--- src/rtl/uart_rx_wb_ctrl.sv ---
// UART receive FIFO with a Wishbone classic slave register port.
// Registers: DATA, STATUS, CTRL, COUNT; level irq on data or overrun.
module uart_rx_wb_ctrl #(
  parameter int FIFO_DEPTH = 16
) (
  input  logic       clk,
  input  logic       rst,
  input  logic [7:0] rx_data,
  input  logic       rx_done,
  input  logic       rx_busy,
  input  logic       wb_cyc_i,
  input  logic       wb_stb_i,
  input  logic       wb_we_i,
  input  logic [1:0] wb_adr_i,
  input  logic [7:0] wb_dat_i,
  output logic [7:0] wb_dat_o,
  output logic       wb_ack_o,
  output logic       irq
);

  localparam int AW = $clog2(FIFO_DEPTH);
  localparam int CW = AW + 1;

  localparam logic S_IDLE = 1'b0;
  localparam logic S_ACK  = 1'b1;

  localparam logic [1:0] A_DATA   = 2'd0;
  localparam logic [1:0] A_STATUS = 2'd1;
  localparam logic [1:0] A_CTRL   = 2'd2;
  localparam logic [1:0] A_COUNT  = 2'd3;

  logic          state;
  logic [7:0]    mem [FIFO_DEPTH];
  logic [AW-1:0] wr_ptr;
  logic [AW-1:0] rd_ptr;
  logic [CW-1:0] count;
  logic          overrun;
  logic          rx_enable;
  logic          irq_en;

  logic       req;
  logic       rd_req;
  logic       wr_req;
  logic       not_empty;
  logic       full;
  logic       pop;
  logic       flush;
  logic       push_req;
  logic       push;
  logic       ovr_set;
  logic       ovr_clr;
  logic [7:0] rd_mux;

  // Decode the accepted access and the FIFO push/pop/flush strobes
  always_comb begin
    req       = wb_cyc_i & wb_stb_i & (state == S_IDLE);
    rd_req    = req & ~wb_we_i;
    wr_req    = req & wb_we_i;
    not_empty = (count != '0);
    full      = (count == CW'(FIFO_DEPTH));
    pop       = rd_req & (wb_adr_i == A_DATA) & not_empty;
    flush     = wr_req & (wb_adr_i == A_CTRL) & wb_dat_i[2];
    push_req  = rx_done & rx_enable & ~flush;
    push      = push_req & (~full | pop);
    ovr_set   = push_req & full & ~pop;
    ovr_clr   = wr_req & (wb_adr_i == A_STATUS) & wb_dat_i[2];
  end

  // Select the register image returned on a read
  always_comb begin
    rd_mux = 8'h00;
    unique case (wb_adr_i)
      A_DATA:   rd_mux = not_empty ? mem[rd_ptr] : 8'h00;
      A_STATUS: rd_mux = {4'b0, rx_busy, overrun, full, not_empty};
      A_CTRL:   rd_mux = {6'b0, irq_en, rx_enable};
      A_COUNT:  rd_mux = 8'(count);
    endcase
  end

  // Bus FSM: one-cycle ack after each sampled request, read capture
  always_ff @(posedge clk or posedge rst) begin
    if (rst) begin
      state    <= S_IDLE;
      wb_ack_o <= 1'b0;
      wb_dat_o <= 8'h00;
    end else begin
      unique case (state)
        S_IDLE: begin
          wb_ack_o <= req;
          if (req) begin
            state    <= S_ACK;
            wb_dat_o <= wb_we_i ? 8'h00 : rd_mux;
          end
        end
        S_ACK: begin
          state    <= S_IDLE;
          wb_ack_o <= 1'b0;
        end
      endcase
    end
  end

  // Control bits and sticky overrun (set beats clear)
  always_ff @(posedge clk or posedge rst) begin
    if (rst) begin
      rx_enable <= 1'b0;
      irq_en    <= 1'b0;
      overrun   <= 1'b0;
    end else begin
      if (wr_req && wb_adr_i == A_CTRL) begin
        rx_enable <= wb_dat_i[0];
        irq_en    <= wb_dat_i[1];
      end
      if (ovr_set)
        overrun <= 1'b1;
      else if (ovr_clr)
        overrun <= 1'b0;
    end
  end

  // FIFO pointers and occupancy; full/empty come from count only
  always_ff @(posedge clk or posedge rst) begin
    if (rst) begin
      wr_ptr <= '0;
      rd_ptr <= '0;
      count  <= '0;
    end else if (flush) begin
      wr_ptr <= '0;
      rd_ptr <= '0;
      count  <= '0;
    end else begin
      if (push)
        wr_ptr <= wr_ptr + AW'(1);
      if (pop)
        rd_ptr <= rd_ptr + AW'(1);
      unique case ({push, pop})
        2'b10:   count <= count + CW'(1);
        2'b01:   count <= count - CW'(1);
        default: count <= count;
      endcase
    end
  end

  // FIFO storage, no reset needed
  always_ff @(posedge clk) begin
    if (push)
      mem[wr_ptr] <= rx_data;
  end

  // Registered level interrupt from current FIFO/overrun state
  always_ff @(posedge clk or posedge rst) begin
    if (rst)
      irq <= 1'b0;
    else
      irq <= irq_en & (not_empty | overrun);
  end

endmodule

--- config.mk ---
export PLATFORM = sky130hd
export DESIGN_NAME = uart_rx_wb_ctrl
export DESIGN_NICKNAME = d
export VERILOG_FILES = /design/src/rtl/uart_rx_wb_ctrl.sv
export SDC_FILE = /design/constraint.sdc
export NUM_CORES = 1
export LEC_CHECK = 0
export CAP_MARGIN = 20
export CORE_UTILIZATION = 35
export CTS_CLUSTER_SIZE = 20
export DETAILED_ROUTE_END_ITERATION = 6
export GPL_TIMING_DRIVEN = 0
export PLACE_DENSITY = 0.49
export SYNTH_ARGS = -nofsm -noshare
export SYNTH_HDL_FRONTEND = slang
export SYNTH_SLANG_ARGS = --single-unit
--- constraint.sdc ---
create_clock -name clk -period 4.7 [get_ports clk]
set_input_delay 1.175 -clock clk [delete_from_list [all_inputs] [get_ports clk]]
set_output_delay 1.175 -clock clk [all_outputs]
set_load 0.005 [all_outputs]
* Word-level counts from Yosys, hierarchy flattened *
Memory sizes are Yosys's and may differ from the RTL's.
Cells that the tools add are included.

word-level totals
  register bits = 27
  RAM bits = 128
  logic and storage cells = 68
  output and inout bits = 10
  memories = 1
  input port bits = 25

operators by class
  add/subtract/negate cells = 4
  bitwise gates (word level) = 23
  reduce and logical (&&, ||, !) cells = 8
  eq/ne operators = 6
  mux-type cells = 16

memories
  name  depth  width  read ports  clocked after memory_dff  wr ports  line  source
  mem   16     8      1           0                         1         33    logic [7:0] mem [FIFO_DEPTH];

operator list
  operator                                                               count
  8-bit case mux with 4 select lines                                     1
  1-bit bitwise AND                                                      16
  4-bit two-way mux                                                      4
  8-bit two-way mux                                                      2
  5-bit case mux with 2 select lines                                     1
  4-bit by 1-bit adder with 4-bit output, second input constant          2
  2-bit equality test, second input constant                             3
  2-bit nonzero test                                                     3
  5-bit by 1-bit adder with 5-bit output, second input constant          1
  5-bit equality test, second input constant                             1
  1-bit two-way mux                                                      5
  5-bit two-way mux                                                      1
  1-bit inverter                                                         5
  5-bit nonzero test                                                     1
  5-bit by 1-bit subtractor with 5-bit output, second input constant     1
  2-bit by 1-bit equality test with 1-bit output, second input constant  2
  1-bit case mux with 2 select lines                                     2
  3-bit nonzero test                                                     1
  2-bit zero test                                                        1
  1-bit OR                                                               2
  2-bit AND reduction                                                    1
  1-bit logical AND                                                      1

* Longest topological paths before layout *
  word-level depth = 11
  mapped depth = 10
  gate-level depth less buffers = 9

* Worst setup path after synthesis *
No wires, ideal clock.

  kind = input to register
  from = input port wb_adr_i[0]
  to = register count[4]
  stages on the path = 9
  setup slack = 1.146 ns
  path buffers = 1
  arrival = 3.428 ns
  data required time = 4.574 ns
  library setup time = 0.126 ns
  cells stage by stage = or2_1 > a2111oi_4 > buf_2 > and2_1 > ha_1 > a21o_1 > a21oi_1 > nor3_1 > o311a_1

between the ends
  cells in the longest elaborated chain, start to end = 9
  elaborated cells between the ends (all ways) = 15
  those cells by class = eq/ne (3); mux (2); bitwise (8); reduce/logical (2)

ends and longest elaborated chain
  item                                                                                   line  source
  from (decl)                                                                            14    input logic [1:0] wb_adr_i,
  2-bit equality test                                                                    62    flush = wr_req & (wb_adr_i == A_CTRL) & wb_dat_i[2];
  1-bit bitwise AND (2 in a row)                                                         62
  1-bit inverter                                                                         63    push_req = rx_done & rx_enable & ~flush;
  1-bit bitwise AND                                                                      63
  1-bit bitwise AND                                                                      64    push = push_req & (~full | pop);
  2-bit by 1-bit equality test with 1-bit output or 2-bit equality test (tied branches)  136   unique case ({push, pop})
  5-bit case mux with 2 select lines                                                     136
  5-bit two-way mux                                                                      127   end else if (flush) begin
  to (signal assigned)                                                                   137   2'b10: count <= count + CW'(1);
  to (signal assigned)                                                                   138   2'b01: count <= count - CW'(1);
  to (signal assigned)                                                                   139   default: count <= count;
  to (decl)                                                                              36    logic [CW-1:0] count;

Parallel ways exist; a longest one is shown, timed or not.
A chain may end at the register's enable or synchronous reset.

* Final worst setup path *
Same ends and word-level chain as after synthesis.

==> results.md <==
- Status: finished clean
- Die H: 137 um
- Leak Pwr: 0.00261 uW
- Unique cell type count in the Yosys netlist: 45
- Cell Pwr Density: 506 nW/um^2
- N_diodes: 0
- Routability cong.: 0.790
- Antenna violations before repair: 0
- Worst r2r src: count[2]
- First-pass GRT wire length: 21300 um
- Mux cell area share after synthesis: 0.135
- Core ar.: 18000 sq um
- Later-pin clock latency in the skew report: 0.42 ns
- YS warnings: 0
- Area Growth Syn to Fin: 18.8%
- Multi-input gate area: 1830 sq um
- Final setup vio count: 0
- Final worst path period need: 4.06 ns
- Asr flop ratio synth: 0.169
- Skew final: 0.00930 ns
- Rows: 49
- # port buffers: 29
- Share of layout cells above drive strength 1: 0.180
- # nets final: 461
- CTS resizes: 0
- FF+latch area: 4490 sq um
- Hpwl dp: 9520 um
- Top post-synthesis cells by area: edfxtp_1 60%, mux4_2 12%, dfrtp_1 10%
- Crit path from: wb_adr_i[0]
- Compound-gate portion of the synthesized area: 0.0470
- XOR/XNOR Fraction of Synth Area: 0.00955
- # DRC: 0
- Fmax: 246 MHz
- Die width: 137 um
- Crit path kind: in -> reg
- Critical path cell sequence: clkdlybuf4s50_1, or2_1, a2111oi_4, buf_2, and2_1, ha_1, a21o_1, a21oi_1, nor3_1, o311a_1
- Register area share after synthesis: 0.700
- Synth Register Bits: 154
- Largest family of logic cells by synthesized area: multiplexers
- Dominant cell type by area after synthesis: edfxtp_1
- WP data required: 5.00 ns
- Synth Area in Simple Gates: 0.0723
- Worst hold path type: reg -> reg
- GRT Total Usage: 0.164
- Fin area: 7630 sq um
- Initial core utilization: 0.358
- Max-cap violations: 0
- Number of enable flip-flop cells after synthesis: 128
- Wire length after detailed routing: 13900 um
- Post-Synth Adder-Cell Area: 0.0207
- Critical-path top delay cell: a2111oi_4
- Final period util: 0.863
- RSZ-0062 raised after global routing: no
- Total CTS buffers: 17
- Hold Startpoint: wb_dat_o[2]
- Post-CTS setup repair buffer count: 0
- Critical-path maximum fanout: 10
- CP Capture Type: flip-flop
- First-pass DRT Iterations: 6
- Vias in the first global route: 3494
- DR iter-0 viols: 172
- Largest net degree at the start of global routing: 27
- Endpoints failing hold: 0
- Mean Syn Cell Area: 17.2 sq um
- Synthesized cell area: 6420 sq um
- Gate Count Post-Synth: 373
- Max incr delay on CP: 0.54 ns
- Clock tree buffer depth: 2
- Routed wire per std cell: 20.9 um
- CTS tree: built
- H-tree levels: 4
- Setup_tns: 0 ns
- Buffers & Inverters on Critical Path: 2
- Net Count, Synth: 408
- Dpl cell area: 7040 sq um
- Cell family with most CP delay: compound AO/OA/AOI/OAI gates
- CTS root buffer: clkbuf_16
- Synth Flop Type: edfxtp_1
- FILL cells: 1578
- Vias per cell: 5.12
- Final Max Tran Viols: 0
- Total number of vias: 3420
- Clock slew at reported path FFs: 0.06 ns
- Antenna Nets Post-Route: 0
- WP data arrival: 4.36 ns
- Worst slew pin tran: 0.653 ns
- CTS Sinks: 154
- I/O pins: 35
- Hold_buf cts: 0
- Max_slew headroom: 0.563
- CP startpoint kind: primary input
- VDD IR-drop max: 0.000273 V
- Die ar.: 18900 sq um
- Post-synth top area share: 0.598
- Total gr overflow: 0
-- synth_stat cells, drive strengths merged, types with 3 or more instances --
| library cell | instances |
|---|---|
| edfxtp | 128 |
| mux4 | 33 |
| dfrtp | 26 |
| nand2 | 22 |
| nor2 | 19 |
| nand3 | 18 |
| a21oi | 10 |
| and2 | 9 |
| clkbuf | 9 |
| ha | 9 |
| mux2i | 9 |
| buf | 8 |
| inv | 8 |
| o21ai | 7 |
| and3 | 5 |
| nor2b | 5 |
| nor3 | 5 |
| xor2 | 5 |
| a22oi | 4 |
| a211oi | 3 |
| a22o | 3 |
| mux2 | 3 |
| nand4 | 3 |
-- power by group --
part           total [uW]  internal [uW]  switching, uW
Sequential           1680           1590           92.0
Combinational         879            416            463
Clock                1300            772            529
Total                3860           2780           1080
-- per-layer routing --
metal / global-route usage / wire length, um
met5: 0 / 0
met4: 0.0690 / 339
met3: 0.0405 / 532
met2: 0.254 / 6540
met1: 0.219 / 6530
-- cells by family (layout without fill, tap and decap cells) --
kind of cell | count (synthesis) | after routing
adder cells (fa/ha/maj) | 10 | 10
flip-flops | 154 | 154
buffers and inverters | 25 | 91
AO/OA/AOI/OAI | 40 | 40
multiplexers | 45 | 45
AND/OR/NAND/NOR | 92 | 92
XOR/XNOR | 7 | 7
-- layout by cell type (no fill, tap or decap), drive strengths merged, types with 7 or more instances in the layout --
cell type,synthesis,final
a21oi,10,10
and2,9,9
buf,8,13
clkbuf,9,27
clkdlybuf4s50,0,29
clkinv,0,8
dfrtp,26,26
edfxtp,128,128
ha,9,9
inv,8,9
mux2i,9,9
mux4,33,33
nand2,22,22
nand3,18,18
nor2,19,19
o21ai,7,7
-- final cells by class --
class	count	share of cell area
Timing Repair Buffer	34	0.0476
Clock buffer	18	0.0562
Clock inverter	14	0.0169
Inverter	8	0.00394
Multi-Input combinational cell	194	0.239
Sequential cell	154	0.589
Buffer	17	0.00935
Tap cell	229	0.0376
-- state kept, by name, summed over array words and instances, names as in the netlist --
register	count
rx_enable	1
wr_ptr	4
overrun	1
state	1
wb_dat_o	8
irq	1
irq_en	1
rd_ptr	4
count	5
mem	128
-- per-stage QoR --
stage           util  cells  worst slack, ns  hold slack, ns  total power [uW]
6_report       0.425    668            0.642           0.480              3860
5_1_grt        0.425    668            0.467           0.515              4050
4_1_cts        0.423    667            0.711           0.492              3890
3_5_place_dp   0.392    635            0.249           0.479              2600
3_3_place_gp   0.390    631            0.291           0.472              2590
2_1_floorplan      -    373             1.15           0.473              2310
-- worst min-delay path, cell delays in order (launching register included) --
cell	delay [ns]
dfrtp_1	0.34
nand2_1	0.04
o21ai_0	0.06
-- path summary, 6_finish.rpt --
path	to	slack, ns	depth (start not counted)
setup / recovery	count[4]	0.64	10
hold / removal	wb_dat_o[2]	0.48	2
setup reg to reg	count[4]	1.55	9
hold reg to reg	wb_dat_o[2]	0.48	2
max in group asynchronous	rd_ptr[1]	3.31	3
min in group asynchronous	count[0]	0.98	2
No activity file was read; power rests on OpenSTA's default activity.
